`config.mk`:
```
export PLATFORM = sky130hd
export DESIGN_NAME = multi_coso_packer_flat
export DESIGN_NICKNAME = d
export VERILOG_FILES = /design/src/rtl/multi_coso_packer_if.sv /design/src/rtl/multi_coso_packer.sv /design/src/flat_wrapper.sv
export SDC_FILE = /design/constraint.sdc
export NUM_CORES = 1
export LEC_CHECK = 0
export CAP_MARGIN = 20
export CORE_MARGIN = 3
export CORE_UTILIZATION = 45
export CTS_BUF_LIST = sky130_fd_sc_hd__clkbuf_2 sky130_fd_sc_hd__clkbuf_4 sky130_fd_sc_hd__clkbuf_8
export CTS_CLUSTER_SIZE = 8
export DETAILED_ROUTE_END_ITERATION = 6
export PLACE_DENSITY = 0.75
export SYNTH_ARGS = -nofsm -noshare
export SYNTH_HDL_FRONTEND = slang
export SYNTH_SLANG_ARGS = --single-unit
```
`constraint.sdc`:
```
create_clock -name clk -period 4.35 [get_ports clk]
set_input_delay 1.305 -clock clk [delete_from_list [all_inputs] [get_ports clk]]
set_output_delay 1.305 -clock clk [all_outputs]
set_load 0.005 [all_outputs]
```
`src/rtl/multi_coso_packer_if.sv`:
```
`default_nettype none
// ============================================================================
// Module   : multi_coso_packer_if
// Purpose  : Sampler handshake, sender and status bundle for multi_coso_packer.
// Revision : 1.0 - initial release
// ============================================================================
interface multi_coso_packer_if #(
    parameter int NCH        = 2,
    parameter int CSCntWidth = 16
);
    logic [NCH*CSCntWidth-1:0] CSCnt;
    logic [NCH-1:0]            CSReq;
    logic [NCH-1:0]            matched;
    logic [NCH-1:0]            CSAck;
    logic                      is_transmitting;
    logic                      transmit;
    logic [7:0]                tx_byte;
    logic                      overflow;
    logic                      alarm;

    modport master (
        output CSCnt, CSReq, matched, is_transmitting,
        input  CSAck, transmit, tx_byte, overflow, alarm
    );

    modport slave (
        input  CSCnt, CSReq, matched, is_transmitting,
        output CSAck, transmit, tx_byte, overflow, alarm
    );
endinterface
`default_nettype wire

```
`src/rtl/multi_coso_packer.sv`:
```
`default_nettype none
// ============================================================================
// Module   : multi_coso_packer
// Purpose  : Packs sampler LSBs into bytes, queues them and feeds a sender.
// Revision : 1.0 - initial release
// ============================================================================
module multi_coso_packer #(
    parameter int NCH          = 2,
    parameter int CSCntWidth   = 16,
    parameter int NBLSB        = 1,
    parameter int FIFODepthLog = 4,
    parameter int RCTCutoff    = 8
) (
    input  wire logic          clk,
    input  wire logic          n_reset,
    multi_coso_packer_if.slave bus
);
    localparam int CHW   = (NCH > 1) ? $clog2(NCH) : 1;
    localparam int DEPTH = 1 << FIFODepthLog;

    localparam logic [1:0] S_IDLE      = 2'd0;
    localparam logic [1:0] S_STROBE    = 2'd1;
    localparam logic [1:0] S_WAIT_BUSY = 2'd2;
    localparam logic [1:0] S_WAIT_DONE = 2'd3;

    logic [NCH-1:0]          r_ack;
    logic [CHW-1:0]          r_rr_start;
    logic [7:0]              r_acc;
    logic [3:0]              r_bitcnt;
    logic [7:0]              r_prev;
    logic [7:0]              r_rep;
    logic                    r_alarm;
    logic                    r_overflow;
    logic [7:0]              r_mem [DEPTH];
    logic [FIFODepthLog-1:0] r_wr_ptr;
    logic [FIFODepthLog-1:0] r_rd_ptr;
    logic [FIFODepthLog:0]   r_count;
    logic [1:0]              r_state;
    logic [1:0]              r_to_cnt;
    logic [7:0]              r_tx_byte;

    logic [NCH-1:0]          w_pending;
    logic [NCH-1:0]          w_grant_oh;
    logic                    w_grant_valid;
    logic [CHW-1:0]          w_grant_idx;
    logic [CSCntWidth-1:0]   w_sel_cnt;
    logic [15:0]             w_acc_wide;
    logic [7:0]              w_acc_next;
    logic [3:0]              w_cnt_sum;
    logic [7:0]              w_rep_next;
    logic                    w_accept;
    logic                    w_push;
    logic                    w_full;
    logic                    w_empty;
    logic                    w_wr_en;
    logic                    w_start;
    logic                    w_pop;
    logic                    w_transmit;
    logic [1:0]              w_state_next;

    // Round-robin search begins at the channel after the last one captured.
    assign w_pending = bus.CSReq & ~r_ack;

    always_comb begin
        w_grant_valid = 1'b0;
        w_grant_idx   = '0;
        w_grant_oh    = '0;
        for (int k = 0; k < NCH; k++) begin
            if (!w_grant_valid && w_pending[(int'(r_rr_start) + k) % NCH]) begin
                w_grant_valid = 1'b1;
                w_grant_idx   = CHW'((int'(r_rr_start) + k) % NCH);
            end
        end
        if (w_grant_valid) begin
            w_grant_oh[w_grant_idx] = 1'b1;
        end
    end

    always_ff @(posedge clk or negedge n_reset) begin
        if (!n_reset) begin
            r_ack      <= '0;
            r_rr_start <= '0;
        end else begin
            r_ack <= w_grant_oh | (r_ack & bus.CSReq);
            if (w_grant_valid) begin
                r_rr_start <= (w_grant_idx == CHW'(NCH - 1)) ? '0 : w_grant_idx + 1'b1;
            end
        end
    end

    assign bus.CSAck = r_ack;

    // New bits enter at the top so the earliest sample ends up in bit 0.
    assign w_sel_cnt  = bus.CSCnt[w_grant_idx*CSCntWidth +: CSCntWidth];
    assign w_accept   = w_grant_valid & bus.matched[w_grant_idx];
    assign w_acc_wide = {8'(w_sel_cnt[NBLSB-1:0]), r_acc};
    assign w_acc_next = w_acc_wide[NBLSB +: 8];
    assign w_cnt_sum  = r_bitcnt + 4'(NBLSB);
    assign w_push     = w_accept & w_cnt_sum[3] & ~r_alarm;
    assign w_rep_next = (w_acc_next != r_prev) ? 8'd1 :
                        (r_rep == 8'hFF)       ? 8'hFF : r_rep + 8'd1;

    // Health test follows every completed byte, whether or not the FIFO has room.
    always_ff @(posedge clk or negedge n_reset) begin
        if (!n_reset) begin
            r_acc      <= '0;
            r_bitcnt   <= '0;
            r_prev     <= '0;
            r_rep      <= '0;
            r_alarm    <= 1'b0;
            r_overflow <= 1'b0;
        end else begin
            if (w_accept) begin
                r_acc    <= w_acc_next;
                r_bitcnt <= w_cnt_sum & 4'h7;
            end
            if (w_push) begin
                r_prev <= w_acc_next;
                r_rep  <= w_rep_next;
                if (w_rep_next == 8'(RCTCutoff)) begin
                    r_alarm <= 1'b1;
                end
                if (w_full) begin
                    r_overflow <= 1'b1;
                end
            end
        end
    end

    assign bus.alarm    = r_alarm;
    assign bus.overflow = r_overflow;

    // Full is judged before any same-cycle pop, so a push into a full FIFO drops.
    assign w_full  = (r_count == (FIFODepthLog + 1)'(DEPTH));
    assign w_empty = (r_count == '0);
    assign w_wr_en = w_push & ~w_full;

    always_ff @(posedge clk) begin
        if (w_wr_en) begin
            r_mem[r_wr_ptr] <= w_acc_next;
        end
    end

    always_ff @(posedge clk or negedge n_reset) begin
        if (!n_reset) begin
            r_wr_ptr <= '0;
            r_rd_ptr <= '0;
            r_count  <= '0;
        end else begin
            if (w_wr_en) begin
                r_wr_ptr <= r_wr_ptr + 1'b1;
            end
            if (w_pop) begin
                r_rd_ptr <= r_rd_ptr + 1'b1;
            end
            case ({w_wr_en, w_pop})
                2'b10:   r_count <= r_count + 1'b1;
                2'b01:   r_count <= r_count - 1'b1;
                default: r_count <= r_count;
            endcase
        end
    end

    assign w_start = ~w_empty & ~bus.is_transmitting;

    always_ff @(posedge clk or negedge n_reset) begin
        if (!n_reset) begin
            r_state  <= S_IDLE;
            r_to_cnt <= '0;
        end else begin
            r_state  <= w_state_next;
            r_to_cnt <= (r_state == S_WAIT_BUSY) ? r_to_cnt + 1'b1 : 2'd0;
        end
    end

    always_comb begin
        w_state_next = r_state;
        case (r_state)
            S_IDLE:      if (w_start) w_state_next = S_STROBE;
            S_STROBE:    w_state_next = S_WAIT_BUSY;
            S_WAIT_BUSY: begin
                if (bus.is_transmitting)    w_state_next = S_WAIT_DONE;
                else if (r_to_cnt == 2'd3)  w_state_next = S_IDLE;
            end
            S_WAIT_DONE: if (!bus.is_transmitting) w_state_next = S_IDLE;
            default:     w_state_next = S_IDLE;
        endcase
    end

    always_comb begin
        w_pop      = 1'b0;
        w_transmit = 1'b0;
        case (r_state)
            S_IDLE:   w_pop      = w_start;
            S_STROBE: w_transmit = 1'b1;
            default:  ;
        endcase
    end

    always_ff @(posedge clk or negedge n_reset) begin
        if (!n_reset) begin
            r_tx_byte <= '0;
        end else if (w_pop) begin
            r_tx_byte <= r_mem[r_rd_ptr];
        end
    end

    assign bus.transmit = w_transmit;
    assign bus.tx_byte  = r_tx_byte;
endmodule
`default_nettype wire

```
`src/flat_wrapper.sv`:
```
// flat-port wrapper written by rule: the top's interface ports become plain ports
module multi_coso_packer_flat 
#(
    parameter int NCH          = 2,
    parameter int CSCntWidth   = 16,
    parameter int NBLSB        = 1,
    parameter int FIFODepthLog = 4,
    parameter int RCTCutoff    = 8
)
  (clk, n_reset, bus_CSCnt, bus_CSReq, bus_matched, bus_is_transmitting, bus_CSAck, bus_transmit, bus_tx_byte, bus_overflow, bus_alarm);
  multi_coso_packer_if #(.NCH(NCH), .CSCntWidth(CSCntWidth)) bus_i ();
  input  wire logic clk;
  input  wire logic n_reset;
  input wire logic [$bits(bus_i.CSCnt)-1:0] bus_CSCnt;
  input wire logic [$bits(bus_i.CSReq)-1:0] bus_CSReq;
  input wire logic [$bits(bus_i.matched)-1:0] bus_matched;
  input wire logic [$bits(bus_i.is_transmitting)-1:0] bus_is_transmitting;
  output wire logic [$bits(bus_i.CSAck)-1:0] bus_CSAck;
  output wire logic [$bits(bus_i.transmit)-1:0] bus_transmit;
  output wire logic [$bits(bus_i.tx_byte)-1:0] bus_tx_byte;
  output wire logic [$bits(bus_i.overflow)-1:0] bus_overflow;
  output wire logic [$bits(bus_i.alarm)-1:0] bus_alarm;
  assign bus_i.CSCnt = bus_CSCnt;
  assign bus_i.CSReq = bus_CSReq;
  assign bus_i.matched = bus_matched;
  assign bus_i.is_transmitting = bus_is_transmitting;
  assign bus_CSAck = bus_i.CSAck;
  assign bus_transmit = bus_i.transmit;
  assign bus_tx_byte = bus_i.tx_byte;
  assign bus_overflow = bus_i.overflow;
  assign bus_alarm = bus_i.alarm;
  multi_coso_packer #(.NCH(NCH), .CSCntWidth(CSCntWidth), .NBLSB(NBLSB), .FIFODepthLog(FIFODepthLog), .RCTCutoff(RCTCutoff)) u_core (.clk(clk), .n_reset(n_reset), .bus(bus_i));
endmodule
```
; ---- Yosys cells after proc, flatten, opt, wreduce, memory -nomap -nowiden
; Memory sizes are Yosys's and may differ from the RTL's. A register that Yosys moved wholly into a read port is not among the register bits.
; Index checks and enable logic that the tools add are counted.
[totals]
ff_bits = 49
latchBits = 0
ram_bits = 128
romBits = 0
in_bits = 39
output_inout_bits = 13
elab_cells = 93
memories = 1
[op_classes]
addsub = 9
multipliers = 0
div_mod_pow = 0
order_cmp = 4
n_eq_ne = 13
shifts = 1
n_mux = 28
n_bitwise = 14
n_reduce_logical = 10
[mem_list]
columns = memory, words, width, read_ports, rd_clocked_by_memory_dff, wr, line_no
row1 = u_core.r_mem, 16, 8, 1, 1, 1, multi_coso_packer.sv:34  ; logic [7:0] r_mem [DEPTH];
[op_table]
columns = cell, count
row1 = $shiftx A32 B6 Y1, 1
row2 = $mux W1, 17
row3 = $mux W8, 2
row4 = $mux W2, 6
row5 = $pmux W5 S2, 1
row6 = $add A4 B1 Y4 const B, 2
row7 = $add A8 B1 Y8 const B, 1
row8 = $eq A2 B2 Y1 const B, 4
row9 = $eq A8 B4 Y1 const B, 1
row10 = $eq A8 B8 Y1 const B, 1
row11 = $ne A8 B8 Y1, 1
row12 = $pmux W2 S4, 1
row13 = $add A5 B1 Y5 const B, 1
row14 = $and A1 B1 Y1, 5
row15 = $eq A5 B5 Y1 const B, 1
row16 = $logic_not A5 Y1, 1
row17 = $sub A5 B1 Y5 const B, 1
row18 = $add A3 B1 Y4 const B, 1
row19 = $and A2 B2 Y2, 2
row20 = $eq A2 B1 Y1 const B, 2
row21 = $lt A1 B2 Y1 const B, 2
row22 = $not A1 Y1, 4
row23 = $reduce_and A2 Y1, 2
row24 = $lt A2 B3 Y1 const B, 1
row25 = other kinds (15), 18

; ---- Depth between registers and ports, before layout
; Gate-level depths: netlist of run 1.
[depth]
ltp_word = 16
depth_mapped = 17
ltp_nobuf = 14

; ---- Worst setup path before layout of run 1
; Ideal clock, no wire load.
[synth_path]
path_type = input-to-reg
start = input port bus_CSReq[0]
end = register u_core.r_count[4]
setup_time_ps = 125
arrival_ps = 4031
t_required_ps = 4225
slack_ps = 193
cell_stages = 17
n_path_buf = 3
cell_sequence = or3b_4 a32o_2 and4_4 buf_6 and2_4 buf_6 inv_2 ha_1 clkbuf_1 xor2_1 ha_1 inv_1 o21ai_0 a21oi_1 a221oi_1 nor2_1 xor2_1
[synth_between]
elab_chain_cells = 15
elab_cells_between_ends = 22
cone_classes = 2 x eq/ne / 12 x mux / 5 x bitwise / 3 x reduce/logical
[synth_rtl]
columns = item, line_no
row1 = start: declaration, flat_wrapper.sv:15  ; input wire logic [$bits(bus_i.CSReq)-1:0] bus_CSReq;
row2 = $and A2 B2 Y2 *, multi_coso_packer.sv:62  ; assign w_pending = bus.CSReq & ~r_ack;
row3 = $mux W1 (implied by the code) (2 in a row), multi_coso_packer.sv:69  ; if (!w_grant_valid && w_pending[(int'(r_rr_start) + k) % NCH]) begin
row4 = $mux W1, multi_coso_packer.sv:69
row5 = $logic_not A1 Y1, multi_coso_packer.sv:69
row6 = $logic_and A1 B1 Y1, multi_coso_packer.sv:69
row7 = $mux W1, multi_coso_packer.sv:69
row8 = $mux W1 (implied by the code) (2 in a row), multi_coso_packer.sv:95  ; assign w_accept = w_grant_valid & bus.matched[w_grant_idx];
row9 = $and A1 B1 Y1 *, multi_coso_packer.sv:95
row10 = $and A1 B1 Y1 * (2 in a row), multi_coso_packer.sv:99  ; assign w_push = w_accept & w_cnt_sum[3] & ~r_alarm;
row11 = $and A1 B1 Y1 *, multi_coso_packer.sv:136  ; assign w_wr_en = w_push & ~w_full;
row12 = $eq A2 B1 Y1 / $eq A2 B2 Y1 (equally long branches), multi_coso_packer.sv:156  ; case ({w_wr_en, w_pop})
row13 = $pmux W5 S2 / $reduce_bool A2 Y1 (equally long branches), n/a
row14 = end signal: assignment, multi_coso_packer.sv:157  ; 2'b10: r_count <= r_count + 1'b1;
row15 = end signal: assignment, multi_coso_packer.sv:158  ; 2'b01: r_count <= r_count - 1'b1;
row16 = end signal: assignment, multi_coso_packer.sv:159  ; default: r_count <= r_count;
row17 = end: declaration, multi_coso_packer.sv:37  ; logic [FIFODepthLog:0] r_count;
; Every way passes the cells marked *; elsewhere a longest branch is shown, timed or not. The select of a mux whose other input is x is not followed.
; A chain may end at the register's enable or synchronous reset.

; ---- Final worst setup path of run 1
; Same ends and word-level chain as after synthesis.

==> results.txt, run 1 <==
- Effective utilization at floorplan: 46.00%
- Sequential standard cell area: 5248 µm²
- In this run the tightest slew margin relative to its limit is 32.46%.
- Cell Chain, Critical Path: clkdlybuf4s50_1, or3b_4, a32o_2, and4_4, and2_4, inv_2, ha_1, xor2_1, ha_1, inv_1, o21ai_0, a21oi_1, a221oi_1, nor2_1, xor2_1
- Post-CTS setup buffer count: 0
* Area Growth Syn to Fin: 11.60%
- Top-Level Pins: 52
- Clock latency at the later pin of the worst-skew pair: 0.46 ns
- Power spread over the standard cell area amounts to 413.5 nW/µm².
- Wirelength, routed: 13.89 mm
* Number of nets with antenna violations after routing: 0
- Synthesis handed over a netlist of 475 instances.
- The largest total area in the synthesized netlist belongs to edfxtp_1.
- In this run the core area contains 47 standard-cell rows.
- At the worst endpoint, the arrival time is 4.14 ns.
- Critical Path Sink Type: flip-flop
* Core Box Area: 16640 µm²
* Yosys warning total: 0
* DR WL/cell: 18.80 µm
- Worst voltage drop across the vdd grid: 0.2218 mV
* Count of port buffers added during placement: 21
- Clock buffer count from CTS: 17
* Slowest Stage Delay on Critical Path: 0.49 ns
* Leakage: 3.080 nW
* Antenna diodes: 0
* Die width: 136.4 µm
* Classification of the worst setup path: primary input to flip-flop
- Entering global routing, the biggest net connects 46 pins.
- The smallest clock period supported by the final layout is computed as 3.803 ns.
- Count of cells resized by post-cts repair: 0
* Post-layout nets: 556
* Post-synth net total: 525
* DRC violation total after the first TritonRoute iteration: 302
* Accumulated negative setup slack: 0 ns
- Setup Viol. Count Final: 0
- In this run, synthesis produced a sequential element count of 184.
- Of the synthesized area, sequential elements account for 68.51%.
- Transition time at the pin with the least slew margin: 1.013 ns
- EDFF count, synth: 128
* CTS sink count: 184
* Vias in the first global route: 4169
* Hold_buf cts: 0
- Derived from the worst setup path, the maximum achievable clock frequency is 263.0 MHz.
- TritonCTS clock tree: yes
* Netlist area before placement: 7656 µm²
- Setup repair after global routing left no endpoint under its margin.
* Die height: 136.4 µm
- For this design, the slowest cell found on the critical path is clkdlybuf4s50_1.
* Commonest cells in the synthesized netlist: edfxtp_1, dfrtp_1, nand2_1
- Fill cells: 1327
- Number of vias per cell after detailed routing: 5.453
- Worst Reg-to-Reg Cells: 14
* Global Route Usage Sum: 15.99%
* H-tree Lvls: 4
* Root buffer cell: clkbuf_8
- In the final layout, the share of cells above drive strength 1 is 19.27%.
- Average cell area after synthesis: 16.12 µm²
* Drt pass-1 iters: 4
- After legalization and detailed placement, the total HPWL measured 8.922 mm.
* Maximum count of clock buffers along a single path: 2
* Die area: 18610 µm²
* Share of the cycle needed by the critical path after routing: 87.42%
- Total count of hold-check failures in the final report: 0
* Max-slew violation count: 0
- Counting instances, the worst hold path has a depth of 1.
- Global routing finished with a remaining overflow of 0.
- Run status: completed
- Clock skew on the completed layout was measured at 0.01125 ns.
* Share of the synthesized area in the top cell type: 50.20%
* Global-route wire length before repair: 22.22 mm
- Share of flip-flops with an asynchronous set or reset after synthesis: 30.43%
- The most used flip-flop cell after synthesis is edfxtp_1.
- Post-layout power: 3.533 mW
- Initial antenna violation count: 0
- The worst hold path belongs to the class flip-flop to flip-flop.
- Final weighted congestion of routability-driven global placement: 0.8123
- Required time reported for the critical path endpoint: 4.69 ns
- Number of distinct library cells after synthesis: 52
* Clock slew seen by the registers of the worst setup and hold paths: 0.09 ns
- Detailed-route via count: 4030
- edfxtp_1 is the most common cell in the netlist.
* Area used by multi-input combinational logic: 2252 µm²
* MaxCap Viol Count: 0
- DRC violations left: 0
* Leading post-synthesis cells by cell area: edfxtp_1, dfrtp_1, mux4_2
- Crit-path max FO: 5
- Critical Path Start Type: primary input
[per-stage QoR]
step | std cells | area, µm² | worst slack, ns | hold WS (ns) | utilization, %
2_1_floorplan | 475 | 7656 | 0.1934 | 0.4139 | -
3_3_place_gp | 706 | 8130 | 0.1143 | 0.4243 | 48.85
3_5_place_dp | 706 | 8130 | 0.06922 | 0.4624 | 48.85
4_1_cts | 738 | 8524 | 0.5658 | 0.4745 | 51.22
5_1_grt | 739 | 8544 | 0.3019 | 0.4930 | 51.34
6_report | 739 | 8544 | 0.5471 | 0.4676 | 51.34
[sequential cells by signal, summed over array words and instances (netlist names)]
signal,cells
u_core.bus.overflow,1
u_core.r_count,5
u_core.r_state,2
u_core.r_mem,128
u_core.r_rep,8
u_core.bus.alarm,1
u_core.r_prev,8
u_core.r_acc,7
u_core.r_to_cnt,2
u_core.r_bitcnt,3
u_core.r_rr_start,1
u_core.bus.CSAck,2
u_core.bus.tx_byte,8
u_core.r_rd_ptr,4
u_core.r_wr_ptr,4
[area by class of cell]
class / instances / area share (%)
Sequential cell: 184 / 61.41
Multi-Input combinational cell: 254 / 26.36
Timing Repair Buffer: 35 / 3.778
Clock buffer: 21 / 3.309
Tap cell: 220 / 3.222
Clock inverter: 11 / 1.303
Inverter: 14 / 0.6150
[routing by layer]
metal / part of all wire [%] / routed length [µm] / GRT usage (%)
met1: 43 / 5956 / 20.48
met2: 51 / 7033 / 26.66
met3: 4.5 / 627 / 3.664
met4: 2.0 / 275 / 6.103
met5: 0 / 0 / 0
[path summary, 6_finish.rpt]
| check | start | endpoint | slack [ns] |
|---|---|---|---|
| max | bus_CSReq[0] | u_core.r_count[4] | 0.55 |
| min | u_core.r_to_cnt[0] | u_core.r_to_cnt[0] | 0.47 |
| max reg2reg | u_core.r_rr_start | u_core.r_count[4] | 1.43 |
| min reg2reg | u_core.r_to_cnt[0] | u_core.r_to_cnt[0] | 0.47 |
| max in group asynchronous | n_reset | u_core.r_rd_ptr[0] | 3.11 |
| min in group asynchronous | n_reset | u_core.bus.CSAck[0] | 0.73 |
[cells in the final DEF (no fill, tap or decap), types with 5 or more instances in the layout]
cell / instances
clkdlybuf4s50_1: 20
edfxtp_1: 128
mux2_2: 8
nor2_1: 13
nor4_1: 5
xnor2_1: 14
nand3_1: 5
o221ai_1: 9
and2_1: 9
clkbuf_8: 20
inv_1: 13
xor2_1: 9
buf_4: 13
mux2i_1: 16
ha_1: 11
nand2_1: 47
a21oi_1: 9
mux4_2: 32
a31oi_1: 5
o21ai_0: 8
dfrtp_1: 54
nand4_1: 5
[report_power, final]
group	switching (mW)	internal [mW]
Clock	0.607	0.518
Combinational	0.0528	0.0743
Sequential	0.212	2.07
Total	0.871	2.66
[cells by family (layout without fill, tap and decap cells)]
kind of cell | Yosys count | in the layout | synth area share, %
DFF | 184 | 184 | 68.51
buffers and inverters | 37 | 81 | 2.075
xor gates and xnor gates | 23 | 23 | 2.631
adders and majority gates | 11 | 11 | 1.798
muxes | 56 | 56 | 12.68
and+or+nand+nor | 112 | 112 | 7.518
AOI/OAI and AO/OA | 52 | 52 | 4.789
[worst max-delay path: cells and delay by family]
family,cells,cell delay [ns]
simple gates,4,0.83
compound gates,4,0.74
buf+inv,3,0.59
fa+ha+maj,2,0.39
xor+xnor,2,0.29
No activity file was read; power rests on OpenSTA's default activity.
==> run 2: changes to the inputs <==
--- a/config.mk
+++ b/config.mk
@@ -6,12 +6,15 @@
 export NUM_CORES = 1
 export LEC_CHECK = 0
 export CAP_MARGIN = 20
+export CORE_ASPECT_RATIO = 0.8
 export CORE_MARGIN = 3
 export CORE_UTILIZATION = 45
 export CTS_BUF_LIST = sky130_fd_sc_hd__clkbuf_2 sky130_fd_sc_hd__clkbuf_4 sky130_fd_sc_hd__clkbuf_8
 export CTS_CLUSTER_SIZE = 8
 export DETAILED_ROUTE_END_ITERATION = 6
-export PLACE_DENSITY = 0.75
+export DONT_BUFFER_PORTS = 1
+export GPL_ROUTABILITY_DRIVEN = 0
+export PLACE_DENSITY = 0.71
 export SYNTH_ARGS = -nofsm -noshare
 export SYNTH_HDL_FRONTEND = slang
 export SYNTH_SLANG_ARGS = --single-unit
==> run 2 against run 1 <==
Compared with the run above:
- register-to-register slack lost 0.26 ns
- cell count fell by 3.7%
- core utilization increased by 0.11 points
- sequential share of layout area increased by 1.5 points
- cell area shrank 2.4%
- hold slack lost 0.017 ns
- maximum frequency up 7.0%
- highest routed layer unchanged
==> results.txt, run 2 (synthesized netlist as in run 1, its figures left out) <==
* Run status: completed
- Entering global routing, the biggest net connects 57 pins.
- Critical Path Start Type: primary input
* Global Route Usage Sum: 15.93%
- For the final routed database, the setup TNS stands at 0 ns.
* Slowest Stage Delay on Critical Path: 0.38 ns
- The critical path is of the primary input to flip-flop type.
- Headroom to the max-slew limit came out at 33.00%.
- The first global-routing pass estimated 22.40 mm of wire.
- For this configuration, the core starts out at a cell density of 47.23%.
- Leakage: 3.001 nW
- At the later pin of the worst-skew pair, clock insertion delay measures 0.46 ns.
- Core Box Area: 16210 µm²
* Final Critical Period: 3.553 ns
- Die area: 18620 µm²
- HPWL after detailed placement: 8.954 mm
* Cell type group with the largest total delay on the critical path: simple AND/OR/NAND/NOR gates
- Static timing analysis puts the maximum clock frequency at 281.5 MHz.
- The total overflow left after global routing is 0.
* Maximum count of clock buffers along a single path: 2
* Antenna diodes: 0
* Setup Viol. Count Final: 0
- The worst setup path is captured at a flip-flop.
* DRC violations left: 0
* Fill cells: 1318
- The floorplan step set the die width to 151.8 µm.
- Once the clock tree was built, the resizer swapped 0 gates to a different size.
- Final setup slack of the worst path: 0.7971 ns
- Clock-pin slew was measured on the worst setup and hold paths at 0.09 ns.
- On the final layout, the worst clock skew is 0.009420 ns.
* Post-layout nets: 534
* Required time reported for the critical path endpoint: 4.69 ns
* Number of standard-cell rows in the floorplan: 41
* Clock buffer count from CTS: 17
* TritonCTS clock tree: yes
* Number of nets with antenna violations after routing: 0
- Fraction of layout instances using a drive strength above 1: 19.32%
- Cell Chain, Critical Path: or3b_4, a32o_2, and4_4, and2_4, inv_2, ha_1, xor2_1, ha_1, inv_1, o21ai_0, a21oi_1, a221oi_1, nor2_1, xor2_1
- Count of port buffers added during placement: 0
* Number of vias per cell after detailed routing: 5.583
- Buffers & Inverters on Critical Path: 2
* Share of the cycle needed by the critical path after routing: 81.68%
- Top library cells by usage in the layout, fill and taps aside: edfxtp_1, dfrtp_1, nand2_1
- Root buffer cell: clkbuf_8
- Worst slack at placement: 0.3421 ns
- Area Growth Syn to Fin: 8.939%
* Detailed-route via count: 3975
- Register name with the most flops: u_core.r_mem
* Unrepaired setup endpoints after global routing: no
* Power per cell area: 430.4 nW/µm²
* Worst voltage drop across the vdd grid: 0.3003 mV
- The final number of hold-violating endpoints was 0.
- Flip-flop count of the largest register after layout: 128
- Dividing the detail-routed wire length by the instance count gives 19.66 µm.
- Top-Level Pins: 52
* Area used by multi-input combinational logic: 2252 µm²
* DRC violation total after the first TritonRoute iteration: 334
- CTS built an H-tree with a depth of 4.
* Transition time at the pin with the least slew margin: 1.005 ns
- The via count of the first global-routing pass came to 4043.
* Data arrival time of the critical path: 3.89 ns
- The number of hold buffers added after CTS was 0.
* Commonest non-fill, non-tap cell in the layout: edfxtp_1
- The tree built by TritonCTS fans out to 184 sinks.
- Wirelength, routed: 14.00 mm
- Along the worst path, the maximum fanout reaches 23.
- Post-CTS setup buffer count: 0
- Max-slew violation count: 0
* Worst-path cell with the longest stage delay: or3b_4
* MaxCap Viol Count: 0
- The first detailed-routing pass ran for 4 iterations.
- The initial antenna violation count is 0.
- The tightest min-delay check is of the flip-flop to flip-flop type.
- The sequential cells in the finished layout cover a total of 5248 µm².
- Die height: 122.7 µm
run 2: cell types whose count changed in the layout (fill, tap and decap cells not counted), moves of 2 or more:
cell / delta
inv_8: -2
bufinv_16: +3
inv_6: -2
clkbuf_8: -3
clkdlybuf4s50_1: -20
clkinv_1: +2
clkinv_2: +2
run 2: worst paths after layout:
kind | start | end | slack (ns) | cells past startpoint
hold / removal | u_core.r_to_cnt[0] | u_core.r_to_cnt[0] | 0.45 | 1
setup reg to reg | u_core.r_rr_start | u_core.r_count[4] | 1.17 | 14
max in group asynchronous | n_reset | u_core.r_wr_ptr[0] | 3.70 | 0
min in group asynchronous | n_reset | u_core.bus.tx_byte[1] | 0.54 | 0
setup / recovery | bus_CSReq[0] | u_core.r_count[4] | 0.80 | 14
hold reg to reg | u_core.r_to_cnt[0] | u_core.r_to_cnt[0] | 0.45 | 1
run 2: power by group:
group          leakage [nW]  internal [mW]  switching, mW
logic                 0.909         0.0640         0.0394
registers              1.88           2.07          0.209
clock network         0.211          0.626          0.582
total                  3.00           2.76          0.830
run 2: layer usage:
layer / track usage, % / vias to the layer above / part of all wire (%)
li1: - / 1821 / -
met1: 22.21 / 2054 / 46
met2: 25.00 / 89 / 47
met3: 4.054 / 11 / 5.3
met4: 5.053 / 0 / 1.2
met5: 0 / - / 0
run 2: worst register-to-register path, delay by kind of cell (launching register included):
family	cells	cell delay [ns]
AO/OA/AOI/OAI	4	0.71
flip-flops	1	0.43
AND/OR/NAND/NOR	4	1.02
XOR/XNOR	2	0.31
adder cells (fa/ha/maj)	2	0.44
buffers and inverters	2	0.18
run 2: final cells by class:
cell class	count	share of cell area, %
Clock buffer	18	2.895
Clock inverter	14	2.160
Inverter	14	0.6301
Multi-Input combinational cell	254	27.00
Sequential cell	184	62.92
Tap cell	215	3.225
Timing Repair Buffer	13	1.170
run 2: stage by stage:
| step | hold slack, ns | std cells | power (mW) | area, µm² | utilization [%] |
|---|---|---|---|---|---|
| floorplan | 0.4139 | 475 | 2.305 | 7656 | - |
| global placement | 0.4247 | 680 | 2.398 | 7919 | 48.85 |
| detailed placement | 0.4481 | 680 | 2.426 | 7919 | 48.85 |
| CTS | 0.4615 | 712 | 3.620 | 8341 | 51.45 |
| global route | 0.4804 | 712 | 3.721 | 8341 | 51.45 |
| finish | 0.4507 | 712 | 3.590 | 8341 | 51.45 |
